### src/rtl/color_sequencer_pkg.sv
// -----------------------------------------------------------------------------
// color_sequencer_pkg
// Shared definitions for the colour-sensor filter sequencer:
//   - CS codes driven onto the sensor S2/S3 pins for each photodiode filter
//   - filter index (sweep order CLEAR, RED, GREEN, BLUE)
//   - sequencer state encoding
//   - one-hot dominant-colour codes
// -----------------------------------------------------------------------------
package color_sequencer_pkg;

    // S2/S3 codes for each photodiode filter
    localparam logic [1:0] CS_RED   = 2'b00;
    localparam logic [1:0] CS_GREEN = 2'b11;
    localparam logic [1:0] CS_BLUE  = 2'b01;
    localparam logic [1:0] CS_CLEAR = 2'b10;

    // Filter index; the numeric order is the sweep order
    typedef enum logic [1:0] {
        IDX_CLEAR = 2'd0,
        IDX_RED   = 2'd1,
        IDX_GREEN = 2'd2,
        IDX_BLUE  = 2'd3
    } filter_idx_e;

    typedef enum logic [2:0] {
        ST_SELECT     = 3'd0,
        ST_SETTLE     = 3'd1,
        ST_DISCARD    = 3'd2,
        ST_CAPTURE    = 3'd3,
        ST_NORM_START = 3'd4,
        ST_NORM_RUN   = 3'd5,
        ST_DECIDE     = 3'd6
    } state_e;

    // One-hot dominant colour
    localparam logic [2:0] COLOR_NONE  = 3'b000;
    localparam logic [2:0] COLOR_RED   = 3'b001;
    localparam logic [2:0] COLOR_GREEN = 3'b010;
    localparam logic [2:0] COLOR_BLUE  = 3'b100;

    function automatic logic [1:0] cs_code(input filter_idx_e idx);
        case (idx)
            IDX_RED:   return CS_RED;
            IDX_GREEN: return CS_GREEN;
            IDX_BLUE:  return CS_BLUE;
            default:   return CS_CLEAR;
        endcase
    endfunction

endpackage

### src/rtl/color_sequencer_sweep_timer.sv
// -----------------------------------------------------------------------------
// color_sequencer_sweep_timer
// Loadable down-counter shared by the settle wait and the period timeout.
// The counter stops at zero; o_tc is high whenever it sits at zero.
// Ports:
//   i_clk       system clock
//   i_reset     asynchronous, active-high
//   i_load      load i_load_val this cycle (takes priority over counting)
//   i_load_val  value to load (number of remaining cycles minus one)
//   o_tc        terminal count: counter is zero
// -----------------------------------------------------------------------------
module color_sequencer_sweep_timer #(
    parameter int CW = 8
) (
    input  logic          i_clk,
    input  logic          i_reset,
    input  logic          i_load,
    input  logic [CW-1:0] i_load_val,
    output logic          o_tc
);

    logic [CW-1:0] r_count;

    // NOTE: clocked state uses non-blocking assignments so every register
    // samples pre-edge values; blocking here would create order-dependent races.
    always_ff @(posedge i_clk or posedge i_reset) begin
        if (i_reset) begin
            r_count <= '0;
        end else if (i_load) begin
            r_count <= i_load_val;
        end else if (r_count != '0) begin
            r_count <= r_count - CW'(1);
        end
    end

    assign o_tc = (r_count == '0);

endmodule

### src/rtl/color_sequencer.sv
// -----------------------------------------------------------------------------
// color_sequencer
// Steps the colour sensor through CLEAR, RED, GREEN, BLUE filters, captures one
// settled period per filter, has calc_perc normalise each colour against the
// clear period, and publishes the dominant colour as a one-hot code.
// Ports:
//   i_clk             system clock
//   i_reset           asynchronous, active-high
//   i_period          period from freq_counter
//   i_period_valid    1-cycle strobe: new period on i_period
//   i_calc_done       calc_perc result ready (level)
//   i_percent         calc_perc result (colour/clear*100)
//   o_cs              sensor S2/S3 filter select
//   o_calc_en         calc_perc enable
//   o_calc_reset      calc_perc reset, one-cycle pulse per colour
//   o_color_raw       calc_perc numerator (colour period)
//   o_clear           calc_perc denominator (clear period)
//   o_color_detected  one-hot dominant colour: [0] red [1] green [2] blue
// -----------------------------------------------------------------------------
module color_sequencer
    import color_sequencer_pkg::*;
#(
    parameter int         PW          = 19,
    parameter int         SETTLE_CYC  = 100000,
    parameter int         TIMEOUT_CYC = 2000000,
    parameter logic [7:0] PCT_THRESH  = 8'd60
) (
    input  logic          i_clk,
    input  logic          i_reset,
    input  logic [PW-1:0] i_period,
    input  logic          i_period_valid,
    input  logic          i_calc_done,
    input  logic [7:0]    i_percent,
    output logic [1:0]    o_cs,
    output logic          o_calc_en,
    output logic          o_calc_reset,
    output logic [PW-1:0] o_color_raw,
    output logic [PW-1:0] o_clear,
    output logic [2:0]    o_color_detected
);

    localparam int TMR_MAX = (SETTLE_CYC > TIMEOUT_CYC) ? SETTLE_CYC : TIMEOUT_CYC;
    localparam int TW      = (TMR_MAX > 2) ? $clog2(TMR_MAX) : 1;

    state_e        r_state;
    state_e        w_next_state;
    filter_idx_e   r_filter;      // filter being captured
    filter_idx_e   r_colour;      // colour being normalised
    logic [PW-1:0] r_cap [4];     // captured periods, indexed by filter
    logic [7:0]    r_pct [4];     // normalised percents, colour entries only
    logic [1:0]    r_cs;
    logic          r_calc_en;
    logic          r_calc_reset;
    logic [PW-1:0] r_color_raw;
    logic [PW-1:0] r_clear;
    logic [2:0]    r_color_detected;

    logic          w_tmr_load;
    logic [TW-1:0] w_tmr_val;
    logic          w_tmr_tc;
    logic          w_timeout;
    logic          w_capture;
    logic          w_pct_latch;
    logic          w_decide;
    logic [7:0]    w_min_pct;
    logic [2:0]    w_win;
    logic [2:0]    w_decision;

    color_sequencer_sweep_timer #(.CW(TW)) u_timer (
        .i_clk      (i_clk),
        .i_reset    (i_reset),
        .i_load     (w_tmr_load),
        .i_load_val (w_tmr_val),
        .o_tc       (w_tmr_tc)
    );

    // Next-state and control decode
    // NOTE: every signal gets a default before the case so no path leaves one
    // unassigned; an unassigned path in always_comb would infer a latch.
    always_comb begin
        w_next_state = r_state;
        w_tmr_load   = 1'b0;
        w_tmr_val    = TW'(SETTLE_CYC - 1);
        w_timeout    = 1'b0;
        w_capture    = 1'b0;
        w_pct_latch  = 1'b0;
        w_decide     = 1'b0;

        case (r_state)
            ST_SELECT: begin
                w_tmr_load   = 1'b1;
                w_next_state = ST_SETTLE;
            end
            ST_SETTLE: begin
                // Strobes here span the filter switch and are ignored
                if (w_tmr_tc) begin
                    w_tmr_load   = 1'b1;
                    w_tmr_val    = TW'(TIMEOUT_CYC - 1);
                    w_next_state = ST_DISCARD;
                end
            end
            ST_DISCARD: begin
                // A strobe beats a simultaneous terminal count
                if (i_period_valid) begin
                    w_tmr_load   = 1'b1;
                    w_tmr_val    = TW'(TIMEOUT_CYC - 1);
                    w_next_state = ST_CAPTURE;
                end else if (w_tmr_tc) begin
                    w_timeout = 1'b1;
                end
            end
            ST_CAPTURE: begin
                if (i_period_valid) begin
                    // A zero clear period would divide by zero downstream
                    if (r_filter == IDX_CLEAR && i_period == '0) begin
                        w_timeout = 1'b1;
                    end else begin
                        w_capture    = 1'b1;
                        w_next_state = (r_filter == IDX_BLUE) ? ST_NORM_START : ST_SELECT;
                    end
                end else if (w_tmr_tc) begin
                    w_timeout = 1'b1;
                end
            end
            ST_NORM_START: begin
                w_next_state = ST_NORM_RUN;
            end
            ST_NORM_RUN: begin
                if (i_calc_done) begin
                    w_pct_latch  = 1'b1;
                    w_next_state = (r_colour == IDX_BLUE) ? ST_DECIDE : ST_NORM_START;
                end
            end
            ST_DECIDE: begin
                w_decide     = 1'b1;
                w_next_state = ST_SELECT;
            end
            default: begin
                w_next_state = ST_SELECT;
            end
        endcase

        if (w_timeout) begin
            w_next_state = ST_SELECT;
        end
    end

    // Shortest normalised period wins; strict compares give red > green > blue on ties
    always_comb begin
        w_win     = COLOR_RED;
        w_min_pct = r_pct[IDX_RED];
        if (r_pct[IDX_GREEN] < w_min_pct) begin
            w_win     = COLOR_GREEN;
            w_min_pct = r_pct[IDX_GREEN];
        end
        if (r_pct[IDX_BLUE] < w_min_pct) begin
            w_win     = COLOR_BLUE;
            w_min_pct = r_pct[IDX_BLUE];
        end
        w_decision = (w_min_pct >= PCT_THRESH) ? COLOR_NONE : w_win;
    end

    always_ff @(posedge i_clk or posedge i_reset) begin
        if (i_reset) begin
            r_state          <= ST_SELECT;
            r_filter         <= IDX_CLEAR;
            r_colour         <= IDX_RED;
            r_cs             <= CS_CLEAR;
            r_calc_en        <= 1'b0;
            r_calc_reset     <= 1'b1;
            r_color_raw      <= '0;
            r_clear          <= '0;
            r_color_detected <= COLOR_NONE;
            // NOTE: these small register arrays are reset explicitly because
            // stale periods/percents must never leak into a later decision;
            // large RAM-style arrays would normally be left unreset.
            for (int i = 0; i < 4; i++) begin
                r_cap[i] <= '0;
                r_pct[i] <= '0;
            end
        end else begin
            r_state <= w_next_state;

            // Registered strobes line up exactly with the NORM_START / NORM_RUN cycles
            r_calc_reset <= (w_next_state == ST_NORM_START);
            r_calc_en    <= (w_next_state == ST_NORM_RUN);

            if (r_state == ST_SELECT) begin
                r_cs <= cs_code(r_filter);
            end

            if (w_capture) begin
                r_cap[r_filter] <= i_period;
                if (r_filter == IDX_BLUE) begin
                    r_colour <= IDX_RED;
                end else begin
                    r_filter <= filter_idx_e'(r_filter + 2'd1);
                end
            end

            if (w_timeout) begin
                r_color_detected <= COLOR_NONE;
                r_filter         <= IDX_CLEAR;
            end

            // Operands are loaded before calc_EN rises and held until the next colour
            if (r_state == ST_NORM_START) begin
                r_color_raw <= r_cap[r_colour];
                r_clear     <= r_cap[IDX_CLEAR];
            end

            if (w_pct_latch) begin
                r_pct[r_colour] <= i_percent;
                if (r_colour != IDX_BLUE) begin
                    r_colour <= filter_idx_e'(r_colour + 2'd1);
                end
            end

            if (w_decide) begin
                r_color_detected <= w_decision;
                r_filter         <= IDX_CLEAR;
            end
        end
    end

    assign o_cs             = r_cs;
    assign o_calc_en        = r_calc_en;
    assign o_calc_reset     = r_calc_reset;
    assign o_color_raw      = r_color_raw;
    assign o_clear          = r_clear;
    assign o_color_detected = r_color_detected;

endmodule
### config.mk
export PLATFORM = sky130hd
export DESIGN_NAME = color_sequencer
export DESIGN_NICKNAME = d
export VERILOG_FILES = /design/src/rtl/color_sequencer_pkg.sv /design/src/rtl/color_sequencer_sweep_timer.sv /design/src/rtl/color_sequencer.sv
export SDC_FILE = /design/constraint.sdc
export NUM_CORES = 1
export LEC_CHECK = 0
export CAP_MARGIN = 20
export CORE_ASPECT_RATIO = 2
export CORE_UTILIZATION = 55
export DETAILED_ROUTE_END_ITERATION = 16
export HOLD_SLACK_MARGIN = 0.03
export PLACE_DENSITY = 0.83
export SLEW_MARGIN = 20
export SYNTH_ARGS = -nofsm -noshare
export SYNTH_HDL_FRONTEND = slang
export SYNTH_SLANG_ARGS = --single-unit
export TNS_END_PERCENT = 100
### constraint.sdc
create_clock -name i_clk -period 14.5 [get_ports i_clk]
set_clock_uncertainty 0.1 [all_clocks]
set_input_delay 2.175 -clock i_clk [delete_from_list [all_inputs] [get_ports i_clk]]
set_output_delay 2.175 -clock i_clk [all_outputs]
set_load 0.005 [all_outputs]
# == Word-level counts from Yosys, hierarchy flattened ==
# Index checks and enable logic that the tools add are counted.
# totals
reg_bits,181
latchBits,0
mem_bits_rw,0
mem_bits_ro,0
input_bits,31
elab_cells,108
mem_count,0
# op_classes
n_addsub,3
multipliers,0
n_div,0
n_lt_le_gt_ge,7
eq_ne,14
shift,0
muxes,52
bitwise_logic,2
n_reduce_logical,12
# op_table
op,count
21-bit 2-to-1 mux,4
76-bit bitwise mux,1
19-bit 2-to-1 mux,3
21-bit case mux with 2 select lines,1
19-bit binary-select mux with 2-bit select,1
19-bit demux with 2-bit select,1
3-bit 2-to-1 mux,11
32-bit bitwise mux,1
8-bit 2-to-1 mux,3
21-bit zero test,1
21-bit nonzero test,1
"21-bit by 1-bit subtractor with 21-bit output, second input constant",1
2-bit 2-to-1 mux,10
19-bit zero test,1
3-bit case mux with 6 select lines,1
8-bit demux with 2-bit select,1
8-bit < comparator,2
"3-bit equality test, second input constant",5
1-bit 2-to-1 mux,11
"8-bit by 6-bit >= comparator with 1-bit output, second input constant",1
"2-bit equality test, second input constant",3
"3-bit by 2-bit equality test with 1-bit output, second input constant",2
"3-bit >= comparator, second input constant",2
"3-bit by 1-bit < comparator with 1-bit output, second input constant",2
15 further kinds,20

# == Longest topological paths before layout ==
# Gate-level depths: netlist (run 1).
# logic_depth
word_depth,8
ltp_mapped,13
mapped_depth_nobuf,12

# == By module ==
# From an unflattened synthesis (run 1), not the netlist that was laid out.
# unflattened
hier_cells,614
hier_area_um2,8415.6
# modules_own_cells
mod,n_inst,cells_each,area_each_um2
color_sequencer,1,478,7064.3
color_sequencer_sweep_timer,1,136,1351.3

# == Worst setup path before layout (run 1) ==
# OpenSTA, ideal clock, no wires.
# synth_path
path_type,input -> register
start,input port i_period[2]
end,register r_cap[21] (netlist name)
setup_time_ns,0.127
t_arrival_ns,3.677
required_ns,14.273
slack_ns,10.595
stages,6
path_buffers,1
cell_sequence,or4_1 -> nor2_2 -> a21oi_4 -> nand3_4 -> buf_6 -> mux2_1
# synth_between
elab_chain_cells,5
word_cells_on_any_way,6
classes_between,mux (4); reduce/logical (2)
# synth_rtl
element,line_no,source
"start, declared",color_sequencer.sv:30,"input logic [PW-1:0] i_period,"
19-bit zero test,color_sequencer.sv:115,if (r_filter == IDX_CLEAR && i_period == '0) begin
1-bit logical AND,color_sequencer.sv:115,
1-bit 2-to-1 mux,color_sequencer.sv:115,
1-bit 2-to-1 mux,color_sequencer.sv:113,if (i_period_valid) begin
1-bit 2-to-1 mux,color_sequencer.sv:89,case (r_state)
"end signal, assigned by index",color_sequencer.sv:193,r_cap[r_filter] <= i_period;
"end, declared",color_sequencer.sv:49,logic [PW-1:0] r_cap [4];
# Several ways; a longest one is shown, not always the timed one.
# A chain may end at the register's enable or synchronous reset.

# == Worst setup path after layout (run 1) ==
# layout_path
start,input port i_period[6]
end,register r_cap[12] (netlist name)
# layout_between
elab_chain_cells,5
# layout_rtl
element,line_no
19-bit zero test,color_sequencer.sv:115
1-bit logical AND,color_sequencer.sv:115
1-bit 2-to-1 mux,color_sequencer.sv:115
1-bit 2-to-1 mux,color_sequencer.sv:113
1-bit 2-to-1 mux,color_sequencer.sv:89
# Every way passes these cells.

==> impl_metrics.yaml, run 1 <==
setup_path:
  endpoint_kind: "flip-flop"
  cp-start-kind: "primary input"
  cp_data_required_time_ns: 14.71
  critPathKind: "in -> reg"
  critical_path.max_fanout: 22
  arrival_ns: 4.79
yosys:
  synth.top_cells.by_count: "170 x sky130_fd_sc_hd__dfrtp_1, 93 x sky130_fd_sc_hd__mux2_2, 45 x sky130_fd_sc_hd__mux2_1"
  synth_cell_type_count: 64
  synth_async_sr_flop_share_pct: 100.0
  synth.top_cell.area_share_pct: 51.71
  ys_top_cells_by_area: "sky130_fd_sc_hd__dfrtp_1 52%, sky130_fd_sc_hd__mux2_2 13%, sky130_fd_sc_hd__mux2_1 6.2%"
  synth-warning-count: 0
  yosys_register_bits: 173
  syn-cell-area_um2: 8227
  synth.yosys.seq_area_share_pct: 52.67
  synthCells: 601
  synth_flop_cell: "sky130_fd_sc_hd__dfrtp_1"
  count_of_flip_flops_with_a_built_in_enable_after_synthesis: 0
  post-synth-top-area-cell: "sky130_fd_sc_hd__dfrtp_1"
  synth_fp_nets: 654
  synth.most_common_cell: "sky130_fd_sc_hd__dfrtp_1"
  synth_area_per_cell_um2: 13.69
finish:
  area.growth.synth_to_final_pct: 17.73
  final.fill_count: 1036
  final_layout_size_suffix_gt1_share_pct: 24.42
  nNetsFinal: 729
  antenna_cells: 0
  layout.cell_area.non_filler_um2: 9686
timing:
  final_setup_violation_count: 0
  setup_total_negative_slack_ns: 0
  rsz0062_at_grt: "false"
  slew_headroom_pct: 36.94
  max_clock_freq_mhz: 218.3
  worst_pin_slew_ns: 0.9459
  period_minus_slack_ns: 4.582
  final-hold-violation-count: 0
  fin_crit_sh_pct: 31.60
  finalMaxSlewViolations: 0
routing:
  routed_wire_length_per_instance_um: 20.79
  drc: 0
  detail-route-antenna-nets: 0
  drt_wl_total_mm: 18.30
  first_iter_violations: 435
  route.detailed.vias_per_inst: 6.153
  detailedRoute.firstPassIterationCount: 7
  detailroute.via_count: 5415
clocking:
  clock_sink_count: 173
  number_of_buffers_added_by_the_clock_tree_synthesis_step: 17
  clk-insertion-delay-late_ns: 0.43
  htree_levels: 4
  clock_tree_buf_depth: 2
  cts_resized: 0
  postCtsSetupBuffers: 0
  cts_clock_pin_slew_for_the_worst_setup_and_hold_paths_ns: 0.07
  clock_tree_from_tritoncts: "yes"
  clk_root_buffer_cell: "sky130_fd_sc_hd__clkbuf_16"
  cts_hold_buf: 0
global_route:
  grt_remaining_overflow: 0
  globalRouteTotalUtil_pct: 26.27
  antenna_violations_before_repair: 0
  grt_start_max_net_pins: 107
  grt_first_pass_wirelength_mm: 30.50
  first_global_vias: 6036
power_and_ir_drop:
  power.static_leakage_uw: 0.004480
  cellPowerDensity_nw_per_um2: 97.69
  vdd_drop_max_mv: 0.09471
floorplanning:
  design.portCount: 76
  die_h_um: 175.0
  die_width_um: 88.48
  number_of_cell_rows: 62
  dieArea_um2: 15480
  floorplan.initialDensity_pct: 56.71
  core_box_area_um2: 14510
status:
  run_status: "complete, no violations"
placed_design:
  port_buffers: 75
  globalplace.congestion: 0.9098
  dpl-instance-area_um2: 9125
  dp_hpwl_mm: 12.54
hold_path:
  holdCritPathClass: "reg -> reg"
flow_run:
  drv_cap: 0
## power breakdown
group | switching, uW | total (uW) | internal, uW | leakage (uW)
registers | 0.251 | 483 | 483 | 0.00235
logic | 16.0 | 24.9 | 8.82 | 0.00186
clock network | 199 | 438 | 239 | 0.000271
total | 215 | 946 | 731 | 0.00448
## layout make-up
type / count / area [um2] / area share, %
well taps: 192 / 240.2 / 2.480
multi-input cells: 382 / 3671 / 37.90
repair buffers: 78 / 785.8 / 8.113
flip-flops and latches: 173 / 4334 / 44.75
clock buffers: 18 / 429.2 / 4.431
clock inverters: 13 / 130.1 / 1.343
inverters: 24 / 95.09 / 0.9818
## registers in the layout, summed over array words and instances (netlist names), named ones only
register	count
r_cap	76
r_pct	24
u_timer.r_count	21
o_clear	19
o_color_raw	19
o_color_detected	3
r_state	3
o_cs	2
r_filter	2
o_calc_en	1
o_calc_reset	1
r_colour	1
## cell usage in the layout (no fill, tap or decap), drive strengths merged, types with 4 or more instances in the layout
cell	n
a211oi	4
a21oi	22
clkbuf	18
clkdlybuf4s50	75
clkinv	4
dfrtp	170
ha	22
inv	30
mux2	138
mux2i	9
mux4	19
nand2	27
nand3	11
nand4	9
nor2	20
nor3	4
nor4	7
o211ai	4
o21ai	23
or3	4
xnor2	12
## through the flow
stage          hold slack [ns]  setup slack, ns  std cells  total power [uW]  util (%)
6_report                0.3886            9.918        880             946.2     66.77
3_3_place_gp            0.3678            9.517        848             516.2     62.77
4_1_cts                 0.3897            9.920        880             952.1     66.76
2_1_floorplan           0.3587            7.541        601             501.6         -
3_5_place_dp            0.3771            9.480        849             517.6     62.90
5_1_grt                 0.4116            9.763        880             973.2     66.77
## routing by layer
layer	global-route usage (%)	share of wire [%]	vias up
li1	-	-	2367
met1	28.16	35	2840
met2	47.53	58	157
met3	5.196	3.3	51
met4	12.77	4.1	0
met5	0	0	-
## worst paths after layout
path | end | slack [ns] | from | cells after the start
max | r_cap[12]$_DFFE_PP0P_ | 9.92 | i_period[6] | 5
min | o_cs[1]$_DFFE_PP1P_ | 0.39 | o_cs[1]$_DFFE_PP1P_ | 2
max in group asynchronous | r_colour[1]$_DFF_PP0_ | 10.58 | i_reset | 3
max reg2reg | o_color_detected[0]$_DFFE_PP0P_ | 10.99 | r_pct[9]$_DFFE_PP0P_ | 11
min in group asynchronous | u_timer.r_count[2]$_DFFE_PP0P_ | 2.23 | i_reset | 2
min reg2reg | o_cs[1]$_DFFE_PP1P_ | 0.39 | o_cs[1]$_DFFE_PP1P_ | 2
## kinds of logic (layout without fill, tap and decap cells)
family / Yosys count / count (layout) / synth area share, %
AOI/OAI and AO/OA: 82 / 82 / 6.951
buffers and inverters: 46 / 133 / 2.799
DFF: 173 / 173 / 52.67
xor gates and xnor gates: 15 / 15 / 1.597
and+or+nand+nor: 97 / 97 / 7.452
adders and majority gates: 22 / 22 / 3.346
muxes: 166 / 166 / 25.19
## worst max-delay path, stage by stage
cell	delay, ns
sky130_fd_sc_hd__clkdlybuf4s50_1	0.49
sky130_fd_sc_hd__or4_1	0.58
sky130_fd_sc_hd__nor2_2	0.28
sky130_fd_sc_hd__a2111o_1	0.83
sky130_fd_sc_hd__mux2_1	0.42
(Power assumes the default switching activity.)
==> inputs of run 2 (changes only) <==
==> constraint.sdc (replaced) <==
create_clock -name i_clk -period 4.8 [get_ports i_clk]
set_clock_uncertainty 0.1 [all_clocks]
set_input_delay 0.72 -clock i_clk [delete_from_list [all_inputs] [get_ports i_clk]]
set_output_delay 0.72 -clock i_clk [all_outputs]
set_load 0.005 [all_outputs]
==> run 2 against run 1 <==
Net effect:
- clock power grew to 3.1 times the previous value
- worst hold slack about the same
- cell count rose by 0.45%
- die area did not move
- routed wire length shrank 3.9%
- critical path type is now reg -> reg
- critical endpoint is now o_color_detected[0]$_DFFE_PP0P_
- highest routed layer unchanged
==> impl_metrics.yaml, run 2 (synthesized netlist as in run 1, its figures left out) <==
clocking:
  clock_tree_from_tritoncts: "yes"
  clk_root_buffer_cell: "sky130_fd_sc_hd__clkbuf_16"
  clock_tree_buf_depth: 2
  cts_resized: 0
  clock_sink_count: 173
  cts_clock_pin_slew_for_the_worst_setup_and_hold_paths_ns: 0.07
  cts_hold_buf: 0
  htree_levels: 4
  number_of_buffers_added_by_the_clock_tree_synthesis_step: 17
  clk-insertion-delay-late_ns: 0.43
  postCtsSetupBuffers: 0
finish:
  register_ranked_first_by_flip_flop_count: "r_cap"
  layout.cells.most_common_list: "169 x sky130_fd_sc_hd__dfrtp_1, 93 x sky130_fd_sc_hd__mux2_2, 75 x sky130_fd_sc_hd__clkdlybuf4s50_1"
  mostFrequentLayoutCell: "sky130_fd_sc_hd__dfrtp_1"
  final_layout_size_suffix_gt1_share_pct: 25.00
  number_of_flip_flops_under_the_largest_register_name: 76
  area.growth.synth_to_final_pct: 18.72
  sequential_cell_area_um2: 4334
  layout.cell_area.non_filler_um2: 9767
  nNetsFinal: 732
  final.fill_count: 996
  antenna_cells: 0
  top_regs: "r_cap: 76 flops, r_pct: 24 flops, u_timer.r_count: 21 flops"
  multiInputGateArea_um2: 3671
power_and_ir_drop:
  power.static_leakage_uw: 0.004513
  vdd_drop_max_mv: 0.3216
  cellPowerDensity_nw_per_um2: 296.6
placed_design:
  globalplace.congestion: 0.8895
  dpl-instance-area_um2: 9131
  port_buffers: 75
  dp_hpwl_mm: 11.95
routing:
  detail-route-antenna-nets: 0
  drt_wl_total_mm: 17.58
  drc: 0
  first_iter_violations: 338
  detailedRoute.firstPassIterationCount: 5
  detailroute.via_count: 5292
  routed_wire_length_per_instance_um: 19.89
  route.detailed.vias_per_inst: 5.986
floorplanning:
  dieArea_um2: 15480
  design.portCount: 76
  die_h_um: 175.0
  number_of_cell_rows: 62
  core_box_area_um2: 14510
  die_width_um: 88.48
  floorplan.initialDensity_pct: 56.71
timing:
  slew_headroom_pct: 48.80
  fin_crit_sh_pct: 68.47
  final-hold-violation-count: 0
  setup_total_negative_slack_ns: 0
  rsz0062_at_grt: "false"
  max_clock_freq_mhz: 304.3
  final_setup_violation_count: 0
  worst_pin_slew_ns: 0.7679
  period_minus_slack_ns: 3.287
  finalMaxSlewViolations: 0
global_route:
  grt_first_pass_wirelength_mm: 28.56
  antenna_violations_before_repair: 0
  busiest_layer: "met2"
  first_global_vias: 5733
  grt_use_met3_pct: 5.054
  globalRouteTotalUtil_pct: 24.75
  grt_remaining_overflow: 0
  grt.met2_usage_pct: 44.33
  grt_start_max_net_pins: 96
  grt.met1_usage_pct: 26.24
setup_path:
  worst_r2r_startpoint: "r_pct[9]$_DFFE_PP0P_"
  critPathKind: "reg -> reg"
  arrival_ns: 3.54
  cp-start-kind: "flip-flop"
  reg2reg_slack_ns: 1.51
  cp_data_required_time_ns: 5.06
  worst_setup_path_startpoint: "r_pct[9]$_DFFE_PP0P_"
  endpoint_kind: "flip-flop"
  regToRegEndpoint: "o_color_detected[0]$_DFFE_PP0P_"
  critical_path.max_fanout: 9
  reg2reg_depth: 11
hold_path:
  worstHoldPathCells: 1
  beginning_of_the_worst_hold_path: "r_cap[23]$_DFFE_PP0P_"
  holdCritPathClass: "reg -> reg"
  hold_path_end: "r_cap[23]$_DFFE_PP0P_"
flow_run:
  drv_cap: 0
status:
  run_status: "complete, no violations"
## run 2: cell types whose count changed in the layout (fill, tap and decap cells not counted), sizes merged
cell	before	now
clkinv	4	5
buf	3	6
inv	30	31
clkbuf	18	17
clkinvlp	2	3
bufinv	1	0
## run 2: layout make-up
| cell class | instances | area share [%] |
|---|---|---|
| Multi-Input combinational cell | 382 | 37.59 |
| Clock inverter | 15 | 1.729 |
| Sequential cell | 173 | 44.38 |
| Tap cell | 192 | 2.460 |
| Timing Repair Buffer | 81 | 8.532 |
| Inverter | 24 | 0.9608 |
| Clock buffer | 17 | 4.356 |
## run 2: how the worst max path moves through the flow
stage	to	cells after the start
after floorplan	o_calc_en$_DFF_PP0_	1
after CTS	o_color_detected[0]$_DFFE_PP0P_	11
final	o_color_detected[0]$_DFFE_PP0P_	11
after detailed placement	r_cap[1]$_DFFE_PP0P_	6
after global placement	r_cap[4]$_DFFE_PP0P_	6
after global routing	o_color_detected[0]$_DFFE_PP0P_	12
## run 2: worst max-delay path: stages (launching register included)
cell and delay, ns:
sky130_fd_sc_hd__dfrtp_1 0.40, sky130_fd_sc_hd__ha_1 0.30, sky130_fd_sc_hd__a2111o_1 0.36, sky130_fd_sc_hd__a31oi_1 0.25, sky130_fd_sc_hd__buf_4 0.25, sky130_fd_sc_hd__mux2i_1 0.26
sky130_fd_sc_hd__ha_1 0.19, sky130_fd_sc_hd__nand2_1 0.06, sky130_fd_sc_hd__o21ai_0 0.37, sky130_fd_sc_hd__o221ai_1 0.25, sky130_fd_sc_hd__a211o_1 0.34, sky130_fd_sc_hd__o21ai_1 0.08
## run 2: power breakdown
| part | switching, uW | leakage (uW) | internal [uW] | total, uW |
|---|---|---|---|---|
| combinational | 48.6 | 0.00188 | 29.9 | 78.5 |
| clock | 658 | 0.000286 | 702 | 1360 |
| sequential | 0.730 | 0.00235 | 1460 | 1460 |
## run 2: routing by layer
layer | vias to the layer above | share of wire [%]
met4 | 0 | 4.1
met5 | - | 0
met2 | 131 | 57
li1 | 2384 | -
met3 | 49 | 3.4
met1 | 2728 | 36
## run 2: metrics by stage
stage,util (%),hold WS [ns],cells,setup slack (ns),power [uW]
5_1_grt,67.33,0.4013,884,1.363,2988
6_report,67.33,0.3889,884,1.513,2897
3_3_place_gp,62.95,0.3679,850,1.431,1562
3_5_place_dp,62.95,0.3779,850,1.377,1565
2_1_floorplan,-,0.3587,601,1.772,1516
4_1_cts,67.04,0.3946,882,1.522,2916
